==> src/rtl/pdm_tx.sv <==
// pdm_tx: PCM-to-PDM transmitter.
//   A 2-entry FIFO buffers 16-bit signed PCM samples. Each en_pdm strobe
//   linearly interpolates between the previous and current sample across
//   OSR phases. The result drives a saturating 2nd-order delta-sigma
//   modulator that emits one PDM bit per strobe.
//
// Ports:
//   clk        system clock, rising edge
//   rst        asynchronous active-high reset
//   en_pdm     single-cycle strobe, one PDM bit period
//   pcm_in     signed PCM sample
//   pcm_valid  pcm_in holds a valid sample
//   pcm_ready  FIFO not full (registered state only)
//   pdm_out    registered PDM bit
//   underrun   one-cycle pulse: sample boundary reached with the FIFO empty
module pdm_tx #(
    parameter int unsigned OSR   = 128,
    parameter int unsigned ACC_W = 24
) (
    input  logic        clk,
    input  logic        rst,
    input  logic        en_pdm,
    input  logic [15:0] pcm_in,
    input  logic        pcm_valid,
    output logic        pcm_ready,
    output logic        pdm_out,
    output logic        underrun
);

    localparam int unsigned PH_W   = $clog2(OSR);
    localparam int unsigned PROD_W = 17 + PH_W + 1;
    // Two guard bits: |i| + |x| + |fb| cannot overflow before saturation.
    localparam int unsigned SUM_W  = ACC_W + 2;

    localparam logic signed [SUM_W-1:0] FB_MAG  = SUM_W'(32768);
    localparam logic signed [SUM_W-1:0] ACC_MAX = SUM_W'((64'd1 << (ACC_W - 1)) - 64'd1);
    localparam logic signed [SUM_W-1:0] ACC_MIN = -ACC_MAX;

    // FIFO
    logic [15:0] fifo_mem [2];
    logic        wr_ptr_q, rd_ptr_q;
    logic [1:0]  count_q;
    logic        push, pop;

    // Interpolator and modulator state
    logic [PH_W-1:0]          phase_q;
    logic signed [15:0]       prev_q, cur_q;
    logic signed [ACC_W-1:0]  i1_q, i2_q;

    logic                     boundary;
    logic signed [16:0]       diff;
    logic signed [PROD_W-1:0] prod, prod_sh;
    logic signed [16:0]       x;
    logic signed [SUM_W-1:0]  x_ext, fb, i1_sum, i2_sum;
    logic signed [ACC_W-1:0]  i1_sat, i2_sat;

    function automatic logic signed [ACC_W-1:0] sat(input logic signed [SUM_W-1:0] v);
        if (v > ACC_MAX) begin
            return ACC_W'(ACC_MAX);
        end else if (v < ACC_MIN) begin
            return ACC_W'(ACC_MIN);
        end
        return ACC_W'(v);
    endfunction

    assign pcm_ready = (count_q != 2'd2);
    assign push      = pcm_valid & pcm_ready;
    assign boundary  = en_pdm & (phase_q == PH_W'(OSR - 1));
    assign pop       = boundary & (count_q != 2'd0);

    // x = prev + floor((cur - prev) * phase / OSR); stays between prev and cur.
    always_comb begin
        diff    = $signed({cur_q[15], cur_q}) - $signed({prev_q[15], prev_q});
        prod    = $signed({{(PROD_W - 17){diff[16]}}, diff})
                * $signed({{(PROD_W - PH_W){1'b0}}, phase_q});
        prod_sh = prod >>> PH_W;
        x       = $signed({prev_q[15], prev_q}) + 17'(prod_sh);
        x_ext   = $signed({{(SUM_W - 17){x[16]}}, x});
        fb      = pdm_out ? FB_MAG : -FB_MAG;
        i1_sum  = $signed({{2{i1_q[ACC_W-1]}}, i1_q}) + x_ext - fb;
        i1_sat  = sat(i1_sum);
        i2_sum  = $signed({{2{i2_q[ACC_W-1]}}, i2_q})
                + $signed({{2{i1_sat[ACC_W-1]}}, i1_sat}) - fb;
        i2_sat  = sat(i2_sum);
    end

    always_ff @(posedge clk or posedge rst) begin
        if (rst) begin
            fifo_mem[0] <= '0;
            fifo_mem[1] <= '0;
            wr_ptr_q    <= 1'b0;
            rd_ptr_q    <= 1'b0;
            count_q     <= 2'd0;
            phase_q     <= '0;
            prev_q      <= '0;
            cur_q       <= '0;
            i1_q        <= '0;
            i2_q        <= '0;
            pdm_out     <= 1'b0;
            underrun    <= 1'b0;
        end else begin
            underrun <= 1'b0;

            if (push) begin
                fifo_mem[wr_ptr_q] <= pcm_in;
                wr_ptr_q           <= ~wr_ptr_q;
            end
            if (pop) begin
                rd_ptr_q <= ~rd_ptr_q;
            end
            case ({push, pop})
                2'b10:   count_q <= count_q + 2'd1;
                2'b01:   count_q <= count_q - 2'd1;
                default: ;
            endcase

            if (en_pdm) begin
                i1_q    <= i1_sat;
                i2_q    <= i2_sat;
                pdm_out <= ~i2_sat[ACC_W-1];
                if (boundary) begin
                    phase_q <= '0;
                    prev_q  <= cur_q;
                    if (count_q != 2'd0) begin
                        cur_q <= $signed(fifo_mem[rd_ptr_q]);
                    end else begin
                        // Hold the last sample and flag the starvation.
                        underrun <= 1'b1;
                    end
                end else begin
                    phase_q <= phase_q + PH_W'(1);
                end
            end
        end
    end

endmodule

==> config.mk <==
export PLATFORM = sky130hd
export DESIGN_NAME = pdm_tx
export DESIGN_NICKNAME = d
export VERILOG_FILES = /design/src/rtl/pdm_tx.sv
export SDC_FILE = /design/constraint.sdc
export NUM_CORES = 1
export LEC_CHECK = 0
export CAP_MARGIN = 20
export CORE_MARGIN = 2
export CORE_UTILIZATION = 55
export CTS_CLUSTER_DIAMETER = 80
export CTS_CLUSTER_SIZE = 14
export DETAILED_ROUTE_END_ITERATION = 8
export HOLD_SLACK_MARGIN = 0.03
export PLACE_DENSITY = 0.82
export SYNTH_ARGS = -nofsm -noshare
export SYNTH_HDL_FRONTEND = slang
export SYNTH_SLANG_ARGS = --single-unit
==> constraint.sdc <==
create_clock -name clk -period 33.7 [get_ports clk]
set_input_delay 5.055 -clock clk [delete_from_list [all_inputs] [get_ports clk]]
set_output_delay 5.055 -clock clk [all_outputs]
set_load 0.05 [all_outputs]
Word-level counts from Yosys, hierarchy flattened --
Index checks and enable logic that the tools add are counted.
Operators by class: $add $sub $neg 9, multipliers 1, divide/modulo/power cells 0, $lt $le $gt $ge 7, equality and inequality tests 4, shift operators 0, multiplexer cells 22, bitwise logic cells 8, reduce and logical (&&, ||, !) cells 5
Operators with widths (number):
- two-way mux 24 bit | 6
- two-way mux 16 bit | 4
- greater-than comparator 26 x 24 -> 1 bit, second input constant | 2
- < comparator 26 x 24 -> 1 bit, second input constant | 2
- subtractor 25 x 26 -> 26 bit | 2
- bitwise mux 32 bit | 1
- two-way mux 26 bit | 1
- adder 24 x 17 -> 25 bit | 1
- adder 24 x 24 -> 25 bit | 1
- multiplier 17 x 8 -> 24 bit | 1
- adder 16 x 17 -> 17 bit | 1
- subtractor 16 x 16 -> 17 bit | 1
- demux 16 bit (select 1 bit) | 1
- adder 7 x 1 -> 7 bit, second input constant | 1
- == test 7 bit, second input constant | 1
- two-way mux 1 bit | 7
- two-way mux 7 bit | 1
- greater-or-equal comparator 2 bit, second input constant | 2
- inverter 1 -> 2 bit | 2
- one-hot mux 2 bit (2 select lines) | 1
- nonzero test 2 bit | 2
- bitwise AND 1 bit | 3
- inverter 1 bit | 3
- AND reduction 3 bit | 1
- 8 further kinds | 8
Word-level totals: flip-flop bits (word level) 125, latch bits 0, bits in writable memories 0, bits in read-only memories 0, bits of input ports 20, output and inout bits 3, word-level logic and storage cells 68, memories 0

Longest topological paths before layout --
depth in word-level cells 16, depth in mapped cells 74, gate-level depth less buffers 70

Worst setup path before layout --
No wires, ideal clock.
path type register to register, start point reg prev_q[0], end point reg i2_q[10], library setup time 143 ps, data arrival time 14576 ps, required time 33557 ps, setup slack 18981 ps, stages on the path, launching flop included 67, buffers on the path 2, period minus slack after synthesis 14719 ps, cell sequence dfrtp_1 -> ha_1 -> fa_1 -> nor2b_1 -> o21ai_0 -> a21boi_0 -> o21ai_0 -> a21boi_0 -> o21ai_0 -> a21boi_0 -> o21a_1 -> nor2_1 -> xnor2_1 -> nand2_1 -> fa_1 -> inv_1 -> fa_1 -> fa_1 -> (+31 left out) -> clkbuf_1 -> a21oi_1 -> ha_1 -> inv_1 -> ha_1 -> a21o_1 -> a21o_1 -> a221oi_1 -> a211o_1 -> a31oi_1 -> or4_1 -> a31o_2 -> a21oi_1 -> xor2_1 -> and2_1 -> a22o_1 -> buf_1 -> a211oi_1
On the way: longest elaborated chain between the ends 15, elaborated cells between the ends (all ways) 19, classes of those cells add/sub: 6; mul: 1; order compare: 4; mux: 8
Ends and longest elaborated chain:
- start: declaration | line 47 | logic signed [15:0] prev_q, cur_q;
- start signal: assignment | line 123 | prev_q <= cur_q;
- subtractor 16 x 16 -> 17 bit | line 73 | diff = $signed({cur_q[15], cur_q}) - $signed({prev_q[15], prev_q});
- multiplier 17 x 8 -> 24 bit | line 75 | * $signed({{(PROD_W - PH_W){1'b0}}, phase_q});
- adder 16 x 17 -> 17 bit * | line 77 | x = $signed({prev_q[15], prev_q}) + 17'(prod_sh);
- adder 24 x 17 -> 25 bit * | line 80 | i1_sum = $signed({{2{i1_q[ACC_W-1]}}, i1_q}) + x_ext - fb;
- subtractor 25 x 26 -> 26 bit * | line 80
- < comparator 26 x 24 -> 1 bit | line 60 | end else if (v < ACC_MIN) begin
- two-way mux 1 bit | line 60
- two-way mux 1 bit | line 58 | if (v > ACC_MAX) begin
- two-way mux 24 bit * | line 63 | return ACC_W'(v);
- adder 24 x 24 -> 25 bit * | line 83 | + $signed({{2{i1_sat[ACC_W-1]}}, i1_sat}) - fb;
- subtractor 25 x 26 -> 26 bit * | line 83
- < comparator 26 x 24 -> 1 bit | line 60
- two-way mux 1 bit | line 60
- two-way mux 1 bit | line 58
- two-way mux 24 bit * | line 63
- end signal: assignment | line 119 | i2_q <= i2_sat;
- end: declaration | line 48 | logic signed [ACC_W-1:0] i1_q, i2_q;
Every way passes the cells marked *; elsewhere a longest branch is shown, timed or not. A chain may end at the register's enable or synchronous reset.

Worst setup path in the final report --
start point reg cur_q[0], end point reg i2_q[8]
On the way: longest elaborated chain between the ends 15, elaborated cells between the ends (all ways) 19, classes of those cells add/sub: 6; mul: 1; order compare: 4; mux: 8
Ends and longest elaborated chain:
- start: declaration | line 47
- start signal: assignment | line 125 | cur_q <= $signed(fifo_mem[rd_ptr_q]);
- subtractor 16 x 16 -> 17 bit * | line 73
- multiplier 17 x 8 -> 24 bit * | line 75
- adder 16 x 17 -> 17 bit * | line 77
- adder 24 x 17 -> 25 bit * | line 80
- subtractor 25 x 26 -> 26 bit * | line 80
- < comparator 26 x 24 -> 1 bit | line 60
- two-way mux 1 bit | line 60
- two-way mux 1 bit | line 58
- two-way mux 24 bit * | line 63
- adder 24 x 24 -> 25 bit * | line 83
- subtractor 25 x 26 -> 26 bit * | line 83
- < comparator 26 x 24 -> 1 bit | line 60
- two-way mux 1 bit | line 60
- two-way mux 1 bit | line 58
- two-way mux 24 bit * | line 63
Marked as above.

==> results by group <==
Outcome
  • Status: finished clean

Final layout
  • Combined area of the multi-input logic cells: between 10000 and 15000 sq um
  • # fillers: 2185
  • Commonest non-fill, non-tap cell in the layout: inv_1
  • Register area: 3130 sq um
  • Layout cells sized above 1: 7.63%
  • Layout net count: between 1500 and 2000
  • Commonest cells after routing, fill and taps aside: inv_1 (278), ha_1 (159), nor2_1 (140)
  • N_diodes: 0
  • Synth-to-layout area growth: 7.59%

Floorplan
  • Initial Util: 56.3%
  • DIE WIDTH: about 170 um
  • Die height: between 150 and 200 um
  • # IOs: 23
  • Die area: about 28000 sq um
  • Row cnt: 59
  • Core footprint: roughly 26000 sq um

Placement
  • Port Buf Inserts: 22
  • Gp weighted congestion: approximately 0.95
  • Detailed Place HPWL: between 20000 and 30000 um

Clock network
  • Clock transition at path regs: around 0.06 ns
  • # clock sinks: 125
  • CTS tree: built
  • Clk root buf: clkbuf_16
  • Longest Clk Path Bufs: 2
  • H-tree depth: 4
  • Hold Buf Count CTS: 0
  • Resized Gates After CTS: 0
  • Clock latency at the later pin of the worst-skew pair: approximately 0.44 ns
  • Cts bufs inserted: 17
  • Setup bufs post-CTS: 0

Global route
  • Antenna violations before repair: 0
  • Tot GR Track Use: a little over a quarter
  • Remaining global-route overflow: 0
  • First-pass GRT wire length: 60300 um
  • Number of global-route vias before repair: between 10000 and 15000
  • Pin count of the biggest net entering global routing: 81

Timing
  • Setup TNS: 0 ns
  • Worst Max-Slew Pin Slew: around 1.0 ns
  • Fmax: roughly 60 MHz
  • Max-slew violation count: 0
  • Setup Skew: around 0.018 ns
  • RSZ-0062 raised after global routing: no
  • Final setup fails: 0
  • Worst slew margin: about 30%
  • Fin crit share: between 40% and 50%
  • Final hold violation count: 0
  • Tmin final: ~17 ns

Worst setup path
  • Kind of critical path: reg -> reg
  • Crit end category: flip-flop
  • Slowest stage cell on the critical path: o31ai_4
  • CP max stage delay: 0.89 ns
  • Worst EP required: between 30 and 40 ns
  • WP data arrival: around 17 ns
  • Max Fanout on Critical Path: 17
  • Top cell by count, worst path: inv_1
  • CP Launch Type: flip-flop

Yosys
  • Async SR Flop Fraction: 100%
  • Synth Flop Type: dfrtp_1
  • Synth area leader: dfrtp_1
  • Synth top area share: a little over a fifth
  • Yosys reg bits: ~130
  • Number of synthesized flops with an enable pin: 0
  • Syn Nets: between 1500 and 2000
  • Syn_area_per_cell: around 8.6 sq um
  • Post-synth cell types: 83
  • Post-Syn Area: 14700 sq um
  • Yosys warns: 0
  • Post-synthesis sequential area ratio: a little over a fifth
  • Synth area leaders: dfrtp_1 (21%), fa_1 (14%), ha_1 (14%)
  • Post-Syn Instances: 1704

Routing
  • Routed vias: approximately 12000
  • Routed WL per cell: between 15 and 20 um
  • # DRC: 0
  • ANT nets after route: 0
  • Met3 Wirelength: ~2100 um
  • WL final: ~36000 um
  • Highest layer used for signal routing: met4
  • TritonRoute pass-1 iters: 5
  • Routed length on met2: between 15000 and 20000 um
  • Initial DRC count: 888
  • Via/cell ratio: 5.89
  • Met1 wire length: 15800 um

Flow run
  • Max Cap Violations: 0

Worst hold path
  • Hold Path Class: reg -> reg
## layout make-up
class                   count  area share (%)
clock buffers              17            2.69
clock inverters            15            1.22
inverters                 280            6.65
multi-input cells        1251            65.3
flip-flops and latches    125            19.8
well taps                 335            2.65
repair buffers             30            1.74
## per-stage QoR
stage          hold slack, ns  setup WS [ns]  instance area, sq um  util [%]  cells
2_1_floorplan           0.469          18.98                 14700         -   1704
3_3_place_gp            0.486          17.62                 15200      58.2   2021
3_5_place_dp            0.488          17.26                 15200      58.2   2021
4_1_cts                 0.502          17.15                 15800      60.6   2053
5_1_grt                 0.518          15.86                 15800      60.6   2053
6_report                0.506          16.98                 15800      60.6   2053
## cell usage after synthesis (all sizes together), types with 32 or more instances
cell type	n
a21o	32
a21oi	112
and2	70
clkbuf	40
dfrtp	125
fa	105
ha	159
inv	280
mux2	51
nand2	112
nand3	33
nor2	146
o21ai	62
xnor2	55
xor2	33
## critical path: cells and delay by family, from the launching register on
family,cells,cell delay [ns]
adder cells (fa/ha/maj),12,4.84
AO/OA/AOI/OAI,25,6.32
flip-flops,1,0.38
XOR/XNOR,4,0.93
AND/OR/NAND/NOR,17,3.44
buffers and inverters,8,0.61
## layer usage
layer	up-vias	track usage, %
li1	5736	-
met5	-	0
met3	61	3.99
met2	376	45.4
met1	5911	35.1
met4	0	8.66
## state kept, by name, indices dropped and copies added (netlist names)
register / count
count_q: 2
cur_q: 16
fifo_mem: 32
i1_q: 24
i2_q: 24
pdm_out: 1
phase_q: 7
prev_q: 16
rd_ptr_q: 1
underrun: 1
wr_ptr_q: 1
## final timing paths
kind	startpoint	end	slack [ns]	cells after the start
min in group asynchronous	rst	fifo_mem[6]	5.12	2
setup reg to reg	cur_q[0]	i2_q[8]	16.98	66
setup / recovery	cur_q[0]	i2_q[8]	16.98	66
max in group asynchronous	rst	i2_q[22]	27.25	3
hold reg to reg	fifo_mem[3]	fifo_mem[3]	0.51	1
hold / removal	fifo_mem[3]	fifo_mem[3]	0.51	1
## kinds of logic after synthesis
logic type      count (synthesis)  share of synthesized area, %
compound gates                349                          16.1
flops                         125                          21.2
xor+xnor                       88                          5.24
mux                            69                          5.13
fa+ha+maj                     264                          27.8
simple gates                  481                          16.0
buf+inv                       328                          8.50
Power is left out: the tool's default activity adds up to more than one toggle a clock period on the data nets, which glitch-free logic cannot reach.
